--- src/rtl/spi_pkg.sv ---
// Shared types and constants for the SPI transmit framing path.
package spi_pkg;

    localparam int BYTE_W        = 8;
    localparam int BITS_PER_BYTE = 8;

    typedef enum logic [1:0] {
        IDLE,
        LOAD,
        SHIFT,
        GAP
    } state_t;

endpackage

--- src/rtl/spi_byte_fifo.sv ---
// Byte FIFO feeding the SPI frame FSM; occupancy is kept in an explicit count register.
module spi_byte_fifo #(
    parameter int DEPTH  = 8,
    parameter int BYTE_W = 8
) (
    input  logic                     SPI_clk,
    input  logic                     Reset,
    input  logic [BYTE_W-1:0]        wr_data,
    input  logic                     wr_valid,
    output logic                     wr_ready,
    input  logic                     pop,
    output logic [BYTE_W-1:0]        rd_data,
    output logic                     empty,
    output logic [$clog2(DEPTH):0]   level
);

    localparam int AW = $clog2(DEPTH);
    localparam logic [AW:0] FULL_CNT = (AW+1)'(DEPTH);

    logic [BYTE_W-1:0] mem_q [DEPTH];
    logic [AW-1:0]     wr_ptr_q, wr_ptr_d;
    logic [AW-1:0]     rd_ptr_q, rd_ptr_d;
    logic [AW:0]       count_q, count_d;
    logic              do_push, do_pop;

    assign do_push = wr_valid && (count_q != FULL_CNT);
    assign do_pop  = pop && (count_q != '0);

    always_comb begin
        wr_ptr_d = wr_ptr_q;
        rd_ptr_d = rd_ptr_q;
        count_d  = count_q;
        // DEPTH is a power of two, so pointer overflow is the modulo wrap
        if (do_push) wr_ptr_d = wr_ptr_q + 1'b1;
        if (do_pop)  rd_ptr_d = rd_ptr_q + 1'b1;
        case ({do_push, do_pop})
            2'b10:   count_d = count_q + 1'b1;
            2'b01:   count_d = count_q - 1'b1;
            default: count_d = count_q;
        endcase
    end

    always_ff @(posedge SPI_clk or negedge Reset) begin
        if (!Reset) begin
            wr_ptr_q <= '0;
            rd_ptr_q <= '0;
            count_q  <= '0;
        end else begin
            wr_ptr_q <= wr_ptr_d;
            rd_ptr_q <= rd_ptr_d;
            count_q  <= count_d;
        end
    end

    always_ff @(posedge SPI_clk) begin
        if (do_push) mem_q[wr_ptr_q] <= wr_data;
    end

    assign rd_data  = mem_q[rd_ptr_q];
    assign empty    = (count_q == '0);
    assign wr_ready = (count_q != FULL_CNT);
    assign level    = count_q;

endmodule

--- src/rtl/spi_tx_frame_feeder.sv ---
// Frames buffered bytes for the SPI master: one CS-low burst per run of queued bytes.
module spi_tx_frame_feeder
    import spi_pkg::*;
#(
    parameter int DEPTH      = 8,
    parameter int GAP_CYCLES = 2,
    parameter int MAX_BYTES  = 0
) (
    input  logic                     SPI_clk,
    input  logic                     Reset,
    input  logic [BYTE_W-1:0]        wr_data,
    input  logic                     wr_valid,
    output logic                     wr_ready,
    input  logic                     enable,
    output logic [BYTE_W-1:0]        T_Data,
    output logic                     T_Ready,
    output logic                     Start,
    output logic                     busy,
    output logic                     frame_done,
    output logic [$clog2(DEPTH):0]   level
);

    localparam int BW = $clog2(BITS_PER_BYTE);
    localparam logic [BW-1:0] LAST_BIT = BW'(BITS_PER_BYTE - 1);
    localparam logic [15:0]   GAP_LAST = 16'(GAP_CYCLES - 1);

    state_t            state_q, state_d;
    logic [BW-1:0]     bit_cnt_q, bit_cnt_d;
    logic [15:0]       byte_cnt_q, byte_cnt_d;
    logic [15:0]       gap_cnt_q, gap_cnt_d;
    logic [BYTE_W-1:0] t_data_q, t_data_d;
    logic              t_ready_q, t_ready_d;
    logic              start_q, start_d;
    logic              busy_q, busy_d;
    logic              frame_done_q, frame_done_d;
    logic              pop, fifo_empty, more_ok;
    logic [BYTE_W-1:0] head;

    spi_byte_fifo #(
        .DEPTH  (DEPTH),
        .BYTE_W (BYTE_W)
    ) u_fifo (
        .SPI_clk  (SPI_clk),
        .Reset    (Reset),
        .wr_data  (wr_data),
        .wr_valid (wr_valid),
        .wr_ready (wr_ready),
        .pop      (pop),
        .rd_data  (head),
        .empty    (fifo_empty),
        .level    (level)
    );

    assign more_ok = !fifo_empty &&
                     ((MAX_BYTES == 0) || (int'({16'd0, byte_cnt_q}) < MAX_BYTES));

    always_comb begin
        state_d      = state_q;
        bit_cnt_d    = bit_cnt_q;
        byte_cnt_d   = byte_cnt_q;
        gap_cnt_d    = gap_cnt_q;
        t_data_d     = t_data_q;
        t_ready_d    = 1'b0;
        frame_done_d = 1'b0;
        pop          = 1'b0;
        case (state_q)
            IDLE: begin
                if (enable && !fifo_empty) state_d = LOAD;
            end
            LOAD: begin
                pop        = 1'b1;
                t_data_d   = head;
                t_ready_d  = 1'b1;
                bit_cnt_d  = '0;
                byte_cnt_d = 16'd1;
                state_d    = SHIFT;
            end
            SHIFT: begin
                bit_cnt_d = bit_cnt_q + 1'b1;
                if (bit_cnt_q == LAST_BIT) begin
                    if (more_ok) begin
                        pop       = 1'b1;
                        t_data_d  = head;
                        t_ready_d = 1'b1;
                        if (byte_cnt_q != '1) byte_cnt_d = byte_cnt_q + 1'b1;
                    end else begin
                        state_d      = GAP;
                        gap_cnt_d    = '0;
                        frame_done_d = 1'b1;
                    end
                end
            end
            GAP: begin
                if (gap_cnt_q == GAP_LAST) state_d = IDLE;
                else                       gap_cnt_d = gap_cnt_q + 1'b1;
            end
            default: state_d = IDLE;
        endcase
        // Start and busy are registered from the next state so they never glitch
        start_d = (state_d != SHIFT);
        busy_d  = (state_d != IDLE);
    end

    always_ff @(posedge SPI_clk or negedge Reset) begin
        if (!Reset) begin
            state_q      <= IDLE;
            bit_cnt_q    <= '0;
            byte_cnt_q   <= '0;
            gap_cnt_q    <= '0;
            t_data_q     <= '0;
            t_ready_q    <= 1'b0;
            start_q      <= 1'b1;
            busy_q       <= 1'b0;
            frame_done_q <= 1'b0;
        end else begin
            state_q      <= state_d;
            bit_cnt_q    <= bit_cnt_d;
            byte_cnt_q   <= byte_cnt_d;
            gap_cnt_q    <= gap_cnt_d;
            t_data_q     <= t_data_d;
            t_ready_q    <= t_ready_d;
            start_q      <= start_d;
            busy_q       <= busy_d;
            frame_done_q <= frame_done_d;
        end
    end

    assign T_Data     = t_data_q;
    assign T_Ready    = t_ready_q;
    assign Start      = start_q;
    assign busy       = busy_q;
    assign frame_done = frame_done_q;

endmodule

--- config.mk ---
export PLATFORM = sky130hd
export DESIGN_NAME = spi_tx_frame_feeder
export DESIGN_NICKNAME = d
export VERILOG_FILES = /design/src/rtl/spi_pkg.sv /design/src/rtl/spi_byte_fifo.sv /design/src/rtl/spi_tx_frame_feeder.sv
export SDC_FILE = /design/constraint.sdc
export NUM_CORES = 1
export LEC_CHECK = 0
export ABC_CLOCK_PERIOD_IN_PS = 2900
export CORE_MARGIN = 8
export CORE_UTILIZATION = 50
export CTS_BUF_LIST = sky130_fd_sc_hd__clkbuf_16
export CTS_CLUSTER_SIZE = 16
export DETAILED_ROUTE_END_ITERATION = 8
export GPL_TIMING_DRIVEN = 1
export PLACE_DENSITY = 0.69
export SLEW_MARGIN = 20
export SYNTH_ARGS = -nofsm -noshare
export SYNTH_HDL_FRONTEND = slang
export SYNTH_SLANG_ARGS = --single-unit
--- constraint.sdc ---
create_clock -name SPI_clk -period 2.9 [get_ports SPI_clk]
set_input_delay 0.29 -clock SPI_clk [delete_from_list [all_inputs] [get_ports SPI_clk]]
set_output_delay 0.29 -clock SPI_clk [all_outputs]
set_load 0.1 [all_outputs]
# After elaboration in Yosys (flattened, before gate mapping)
# Memories as Yosys holds them, arrays and structs flattened.
# Cells that the tools add are included.
# op_classes
addsub	6
multipliers	0
n_div	0
n_lt_le_gt_ge	0
eq_ne	13
n_shift	0
mux	22
bitwise	0
n_reduce_logical	13
# op_table
op	n
$mux W16	3
$pmux W16 S2	1
$add A16 B1 Y16 const B	1
$eq A16 B1 Y1 const B	1
$mux W8	2
$pmux W8 S2	1
$ne A2 B2 Y1 const B	5
$add A3 B1 Y3 const B	3
$mux W2	4
$pmux W2 S4	1
$pmux W4 S2	1
$reduce_bool A2 Y1	4
$mux W1	7
$eq A2 B2 Y1 const B	3
$pmux W3 S2	1
$add A4 B1 Y4 const B	1
$eq A2 B1 Y1 const B	2
$logic_not A4 Y1	1
$ne A4 B4 Y1 const B	1
$reduce_and A4 Y1	1
$reduce_bool A4 Y1	1
$sub A4 B1 Y4 const B	1
$eq A3 B3 Y1 const B	1
$logic_and A1 B1 Y1	3
4 further kinds	4
# totals
reg_bits	43
latchBits	0
mem_bits_rw	64
mem_bits_ro	0
inputBits	12
output_inout_bits	17
word_cells	66
mem_count	1
# mem_list
name	words	word_bits	read_ports	rd_clocked_by_memory_dff	wr	line_no	text
u_fifo.mem_q	8	8	1	0	1	spi_byte_fifo.sv:20	logic [BYTE_W-1:0] mem_q [DEPTH];

# Longest topological paths before layout
# Gate-level depths: netlist of the first run.
# logic_depth
depth_word	7
mapped_depth	13

# By module
# Synthesis of the first run repeated with hierarchy kept, for this count alone.
# hier_totals
hier_cells	331
area_unflattened_um2	4904.7
# by_module_without_submodules
module	instances	cells_each	area_per_inst_um2
spi_byte_fifo	1	160	3124.2
spi_tx_frame_feeder	1	171	1780.5

# Least setup slack after synthesis of the first run
# OpenSTA, ideal clock, no wires.
# synth_timing
path_kind	flip-flop to flip-flop
from	reg u_fifo.count_q[1] (netlist: u_fifo.level[1])
to	mem u_fifo.mem_q[2][0], enable pin
setup_ns	0.398
arrival_ns	3.434
t_required_ns	2.502
slack_ns	-0.931
path_stages_with_launch	6
path_buffers	1
cell_sequence	dfrtp_1 > buf_2 > nor3_1 > nand2_1 > nand2_1 > nor4b_1
# synth_via
elab_chain_len	4
# synth_rtl
element	line_no	text
start: declaration	spi_byte_fifo.sv:23	logic [AW:0] count_q, count_d;
start signal: assignment	spi_byte_fifo.sv:51	count_q <= count_d;
$ne A4 B4 Y1	-	
via wr_ready	spi_tx_frame_feeder.sv:13	output logic wr_ready,
$logic_and A1 B1 Y1	spi_byte_fifo.sv:26	assign do_push = wr_valid && (count_q != FULL_CNT);
$mux W1	spi_byte_fifo.sv:56	if (do_push) mem_q[wr_ptr_q] <= wr_data;
$mux W1 (implied by the code)	spi_byte_fifo.sv:56	
end: declaration	spi_byte_fifo.sv:20	
# The timed path passes the listed nets, and every way through them passes these cells.

# Final worst setup path of the first run
# layout_timing
from	reg state_q[0]
to	reg u_fifo.count_q[2] (netlist: u_fifo.level[2])
# layout_via
elab_chain_len	5
elab_cells_between_ends	8
# layout_rtl
element	line_no	text
start: declaration	spi_tx_frame_feeder.sv:27	state_t state_q, state_d;
start signal: assignment	spi_tx_frame_feeder.sv:116	state_q <= state_d;
$eq A2 B2 Y1 / $eq A2 B1 Y1 (equally long branches)	-	
$pmux W1 S2 *	spi_tx_frame_feeder.sv:66	case (state_q)
$logic_and A1 B1 Y1 *	spi_byte_fifo.sv:27	assign do_pop = pop && (count_q != '0);
via u_fifo.do_pop	spi_byte_fifo.sv:24	logic do_push, do_pop;
$eq A2 B1 Y1 / $eq A2 B2 Y1 (equally long branches)	spi_byte_fifo.sv:36	case ({do_push, do_pop})
$pmux W4 S2 / $reduce_bool A2 Y1 (equally long branches)	-	
# The timed path passes the listed nets; every way through them passes the cells marked *.
# A chain may end at the register's enable or synchronous reset.

==> impl_metrics.env, run 1 <==
export IMPL_ys_async_sr_fraction_pct=40.19
export IMPL_grt_pass1_wl_um=14190
export IMPL_critPathArrivalTime_ns=2.79
export IMPL_place_ws_ns=0.3830
export IMPL_cp_cell_sequence="inv_1 > ha_1 > and2_1 > o21ai_0 > nor2_1 > ha_1 > xor2_1 > ha_1 > a21oi_1 > xor2_1 > nor2_1 > xor2_1"
export IMPL_worst_slew_pin_slew_ns=1.061
export IMPL_drt_pass1_iterations=6
export IMPL_root_buffer="clkbuf_16"
export IMPL_yosys_top_cells_count="edfxtp_1 (64), dfrtp_1 (42), nor2_1 (22), mux4_2 (16), nand2_1 (16)"
export IMPL_ir_drop_mv=0.7191
export IMPL_synth_edff_count=64
export IMPL_dieArea_um2=12900
export IMPL_drive_above_1_share_pct=22.49
export IMPL_path_class="reg2reg"
export IMPL_die_w_um=113.6
export IMPL_synth_most_common_cell="edfxtp_1"
export IMPL_rsz0062_at_grt="no"
export IMPL_ctsLongestPathBuffers=2
export IMPL_cts_resized=0
export IMPL_period_share_pct=88.25
export IMPL_ys_ff_latch=107
export IMPL_finalSetupTns_ns=0
export IMPL_critical_path_slowest_cell="dfrtp_1"
export IMPL_finalSetupViolations=0
export IMPL_slew_violations=0
export IMPL_synth_warnings=0
export IMPL_clk_latency_ns=0.35
export IMPL_critPathMaxStageDelay_ns=0.44
export IMPL_seq_area_frac_synth_pct=63.01
export IMPL_vias=2824
export IMPL_num_rows=35
export IMPL_synth_area_top_cells="edfxtp_1 (40%), dfrtp_1 (22%), mux4_2 (7.6%)"
export IMPL_gp_congestion=0.7811
export IMPL_yosysTopAreaCell="edfxtp_1"
export IMPL_synth_top_area_share_pct=40.38
export IMPL_drtIter0Drc=99
export IMPL_grt_max_degree=44
export IMPL_hold_viol=0
export IMPL_cp_end_kind="flip-flop"
export IMPL_grt_pass1_vias=2821
export IMPL_fmaxAchievable_mhz=390.7
export IMPL_core_region_area_um2=9240
export IMPL_start_kind="flip-flop"
export IMPL_area_growth_syn_to_layout_pct=16.80
export IMPL_clk_pin_slew_worst_paths_ns=0.08
export IMPL_maxCapViolations=0
export IMPL_power_leakage_nw=2.091
export IMPL_wl_per_cell_um=17.15
export IMPL_cts_setup_buffers=0
export IMPL_cts_buffers=9
export IMPL_power_per_cell_area_nw_per_um2=1070
export IMPL_io_pin_count=29
export IMPL_clock_skew_ns=0.01189
export IMPL_path_max_fanout=11
export IMPL_antenna_found_initial=0
export IMPL_grt_overflow_total=0
export IMPL_cts_tree="yes"
export IMPL_rr_worst_depth=12
export IMPL_syn_avg_cell_area_um2=14.25
export IMPL_synth_distinct_cells=48
export IMPL_remaining_drc_errors=0
export IMPL_syn_nets=360
export IMPL_htreeDepth=3
export IMPL_fin_ws_ns=0.3408
export IMPL_final_min_clock_period_ns=2.559
export IMPL_grt_usage_pct=14.14
export IMPL_yosys_most_used_dff="edfxtp_1"
export IMPL_hpwl_um=5845
export IMPL_status="completed"
export IMPL_synthCells=334
export IMPL_final_nets=399
export IMPL_finalWirelength_um=8693
export IMPL_start_util_pct=51.51
export IMPL_viasPerCell=5.570
export IMPL_clkSinkCount=107
export IMPL_hp_class="in2async"
export IMPL_die_h_um=113.6
export IMPL_timing_slew_headroom_pct=29.14
export IMPL_antennaDiodeCount=0
export IMPL_hold_buffers=0
export IMPL_required_ns=3.14
export IMPL_portBuffers=28
export IMPL_syn_cell_area_um2=4760
export IMPL_detail_route_antenna_nets=0
## registers in the layout, summed over array words and instances (netlist names)
register / count
gap_cnt_q: 16
T_Data: 8
frame_done: 1
bit_cnt_q: 3
busy: 1
Start: 1
u_fifo.level: 4
T_Ready: 1
u_fifo.wr_ptr_q: 3
state_q: 2
u_fifo.mem_q: 64
u_fifo.rd_ptr_q: 3
## cell usage in the layout, fill, tap and decap left out, types with 11 or more instances in the layout
cell type	synthesis	routed
edfxtp_1	64	64
inv_1	11	11
mux4_2	16	16
nand2_1	16	14
a21oi_1	14	14
mux2i_1	11	11
buf_4	0	30
nor3_1	11	11
nor2_1	22	22
nand3_1	15	15
o21ai_0	11	11
dfrtp_1	42	38
ha_1	14	14
## metal layers
layer	up-vias	track usage (%)	share of wire (%)
met5	-	0	0
met4	0	4.796	1.1
met3	11	3.117	3.7
met2	54	22.60	46
met1	1420	18.66	49
li1	1339	-	-
## where the power goes
part | internal, W | total [W] | switching [W]
clock network | 0.000705 | 0.00130 | 0.000591
logic | 0.000838 | 0.00239 | 0.00155
registers | 0.00195 | 0.00226 | 0.000311
total | 0.00350 | 0.00595 | 0.00245
## final timing paths
kind	startpoint	end	slack [ns]
worst max-delay path	state_q[0]$_DFF_PN0_	u_fifo.level[2]$_DFFE_PN0P_	0.34
worst min-delay path	Reset	busy$_DFF_PN0_	0.47
worst max register to register	state_q[0]$_DFF_PN0_	u_fifo.level[2]$_DFFE_PN0P_	0.34
worst min register to register	T_Data[0]$_DFFE_PN0P_	T_Data[0]$_DFFE_PN0P_	0.53
max in group asynchronous	Reset	u_fifo.level[2]$_DFFE_PN0P_	2.04
min in group SPI_clk	T_Data[0]$_DFFE_PN0P_	T_Data[0]$_DFFE_PN0P_	0.53
## worst max-delay path, delay by kind of cell (launching register included)
kind                       cells  cell delay (ns)
AOI/OAI and AO/OA              2             0.31
xor gates and xnor gates       3             0.46
adders and majority gates      3             0.80
buffers and inverters          1             0.11
DFF                            1             0.44
and+or+nand+nor                3             0.35
## metrics by stage
stage	hold slack (ns)	power, W	area (um^2)	instances	util (%)
floorplan	-0.005591	0.004134	4793	334	-
global placement	0.4968	0.004656	5221	490	56.51
detailed placement	0.5049	0.004706	5221	490	56.51
CTS	0.1302	0.006020	5547	506	60.03
global route	0.5506	0.006277	5559	507	60.16
finish	0.4742	0.005948	5559	507	60.16
## kinds of logic after synthesis
group / share of synthesized area, %
muxes: 10.59
xor gates and xnor gates: 2.576
AOI/OAI and AO/OA: 4.969
adders and majority gates: 3.680
buffers and inverters: 2.050
and+or+nand+nor: 13.12
DFF: 63.01
## layout make-up
cell class / count / area [um^2]
multi-input cells: 203 / 1692
flip-flops and latches: 107 / 3004
well taps: 129 / 161.4
fillers: 705 / 3681
inverters: 11 / 41.29
clock buffers: 9 / 225.2
clock inverters: 7 / 100.1
repair buffers: 41 / 335.3
(Power assumes the default switching activity.)
==> run 2: changes to the inputs <==
CAP_MARGIN = 5   (was default)
CORE_MARGIN = 5   (was 8)
==> run 2 against run 1 <==
Setup slack gained 0.016 ns. Critical path depth unchanged. Register-to-register slack improved by 0.02 ns. Routed wire length down 1.0%. Flip-flop and latch count stayed put. Sequential power increased by 2%. Core utilization is the same. Sequential share of layout area unchanged. Clock power hardly changed. Combinational power decreased by 2%. Non-clock buffer count unchanged. Highest routed layer unchanged.
==> impl_metrics.env, run 2 (synthesis gave the netlist of run 1 again) <==
export IMPL_worst_r2r_setup_slack_ns=0.36
export IMPL_io_pin_count=29
export IMPL_die_w_um=107.6
export IMPL_grt_pass1_vias=2724
export IMPL_wl_per_cell_um=16.97
export IMPL_root_buffer="clkbuf_16"
export IMPL_dieArea_um2=11570
export IMPL_clock_skew_ns=0.004981
export IMPL_vias=2765
export IMPL_grt_max_degree=44
export IMPL_cp_cell_sequence="inv_1 > ha_1 > and2_1 > o21ai_0 > nor2_1 > ha_1 > xor2_1 > ha_1 > a21oi_1 > xor2_1 > nor2_1 > xor2_1"
export IMPL_power_per_cell_area_nw_per_um2=1071
export IMPL_rsz0062_at_grt="no"
export IMPL_finalSetupViolations=0
export IMPL_portBuffers=28
export IMPL_critPathTopFamily="adder cells"
export IMPL_antenna_found_initial=0
export IMPL_critPathMaxStageDelay_ns=0.44
export IMPL_critical_path_slowest_cell="dfrtp_1"
export IMPL_period_share_pct=87.68
export IMPL_path_max_fanout=11
export IMPL_core_region_area_um2=9240
export IMPL_fmaxAchievable_mhz=393.3
export IMPL_cts_tree="yes"
export IMPL_antennaDiodeCount=0
export IMPL_layout_common_cells="edfxtp_1 (64), dfrtp_1 (38), buf_4 (30)"
export IMPL_largest_reg_flops=64
export IMPL_clk_latency_ns=0.35
export IMPL_mostFrequentLayoutCell="edfxtp_1"
export IMPL_maxCapViolations=0
export IMPL_regToRegEndpoint="u_fifo.level[2]$_DFFE_PN0P_"
export IMPL_dp_cells=490
export IMPL_path_class="reg2reg"
export IMPL_start_util_pct=51.51
export IMPL_worst_slew_pin_slew_ns=1.046
export IMPL_hp_class="in2async"
export IMPL_status="completed"
export IMPL_clk_pin_slew_worst_paths_ns=0.07
export IMPL_detail_route_antenna_nets=0
export IMPL_drive_above_1_share_pct=22.49
export IMPL_grt_overflow_total=0
export IMPL_critPathArrivalTime_ns=2.77
export IMPL_die_h_um=107.6
export IMPL_cts_buffers=9
export IMPL_register_area_um2=3004
export IMPL_grt_usage_pct=16.31
export IMPL_viasPerCell=5.454
export IMPL_start_kind="flip-flop"
export IMPL_hpwl_um=5701
export IMPL_power_w=0.005953
export IMPL_htreeDepth=3
export IMPL_final_min_clock_period_ns=2.543
export IMPL_ir_drop_mv=0.8461
export IMPL_slew_violations=0
export IMPL_multi_input_comb_area_um2=1692
export IMPL_rr_worst_depth=12
export IMPL_critical_path_buf_inv_count=1
export IMPL_num_fill_cells=694
export IMPL_timing_slew_headroom_pct=30.14
export IMPL_remaining_drc_errors=0
export IMPL_area_growth_syn_to_layout_pct=16.80
export IMPL_num_rows=35
export IMPL_hold_viol=0
export IMPL_r2r_start="state_q[0]$_DFF_PN0_"
export IMPL_cp_end_kind="flip-flop"
export IMPL_cts_resized=0
export IMPL_required_ns=3.13
export IMPL_drt_pass1_iterations=4
export IMPL_gp_congestion=0.8080
export IMPL_clkSinkCount=107
export IMPL_finalWirelength_um=8602
export IMPL_top_register="u_fifo.mem_q"
export IMPL_final_cells=507
export IMPL_grt_pass1_wl_um=14390
export IMPL_ctsLongestPathBuffers=2
export IMPL_power_leakage_nw=2.090
export IMPL_drtIter0Drc=90
export IMPL_final_nets=399
export IMPL_finalSetupTns_ns=0
==> run 2: cell counts in the layout (fill, tap and decap cells not counted) <==
Identical to the previous run, type by type.
==> run 2: per-layer routing <==
layer	up-vias	GRT usage, %	routed length, um
met2	56	24.96	4070
li1	1346	-	-
met5	-	0	0
met1	1354	23.52	4022
met3	9	3.719	407
met4	0	4.689	102
==> run 2: per-stage QoR <==
stage,utilization (%),setup slack [ns],instance area [um^2],hold WS (ns)
finish,60.16,0.3572,5559,0.4847
global route,60.16,0.1483,5559,0.5403
CTS,60.03,0.3561,5547,0.1375
detailed placement,56.51,0.3886,5221,0.5100
global placement,56.51,0.4441,5221,0.4963
floorplan,-,0.09339,4793,-0.005591
==> run 2: worst max path at each step <==
stage,cells after the start,startpoint,endpoint
finish,12,state_q[0]$_DFF_PN0_,u_fifo.level[2]$_DFFE_PN0P_
global route,12,state_q[0]$_DFF_PN0_,u_fifo.level[2]$_DFFE_PN0P_
CTS,12,state_q[0]$_DFF_PN0_,u_fifo.level[2]$_DFFE_PN0P_
detailed placement,12,state_q[0]$_DFF_PN0_,u_fifo.level[2]$_DFFE_PN0P_
global placement,12,state_q[0]$_DFF_PN0_,u_fifo.level[2]$_DFFE_PN0P_
floorplan,11,u_fifo.level[1]$_DFFE_PN0P_,u_fifo.level[2]$_DFFE_PN0P_
==> run 2: final cells by class <==
| type | count | share of cell area, % |
|---|---|---|
| clock inverters | 7 | 1.801 |
| clock buffers | 9 | 4.051 |
| multi-input cells | 203 | 30.43 |
| repair buffers | 41 | 6.032 |
| inverters | 11 | 0.7427 |
| well taps | 129 | 2.903 |
| flip-flops and latches | 107 | 54.04 |
==> run 2: power by group <==
group	switching, W	total [W]	internal (W)
Clock	0.000597	0.00130	0.000705
Combinational	0.00150	0.00235	0.000844
Sequential	0.000351	0.00230	0.00195
Total	0.00245	0.00595	0.00350
==> run 2: repair_timing <==
action,CTS,global route
hold buffers,0,1
setup buffers,0,0
endpoints found under the hold margin,0,36
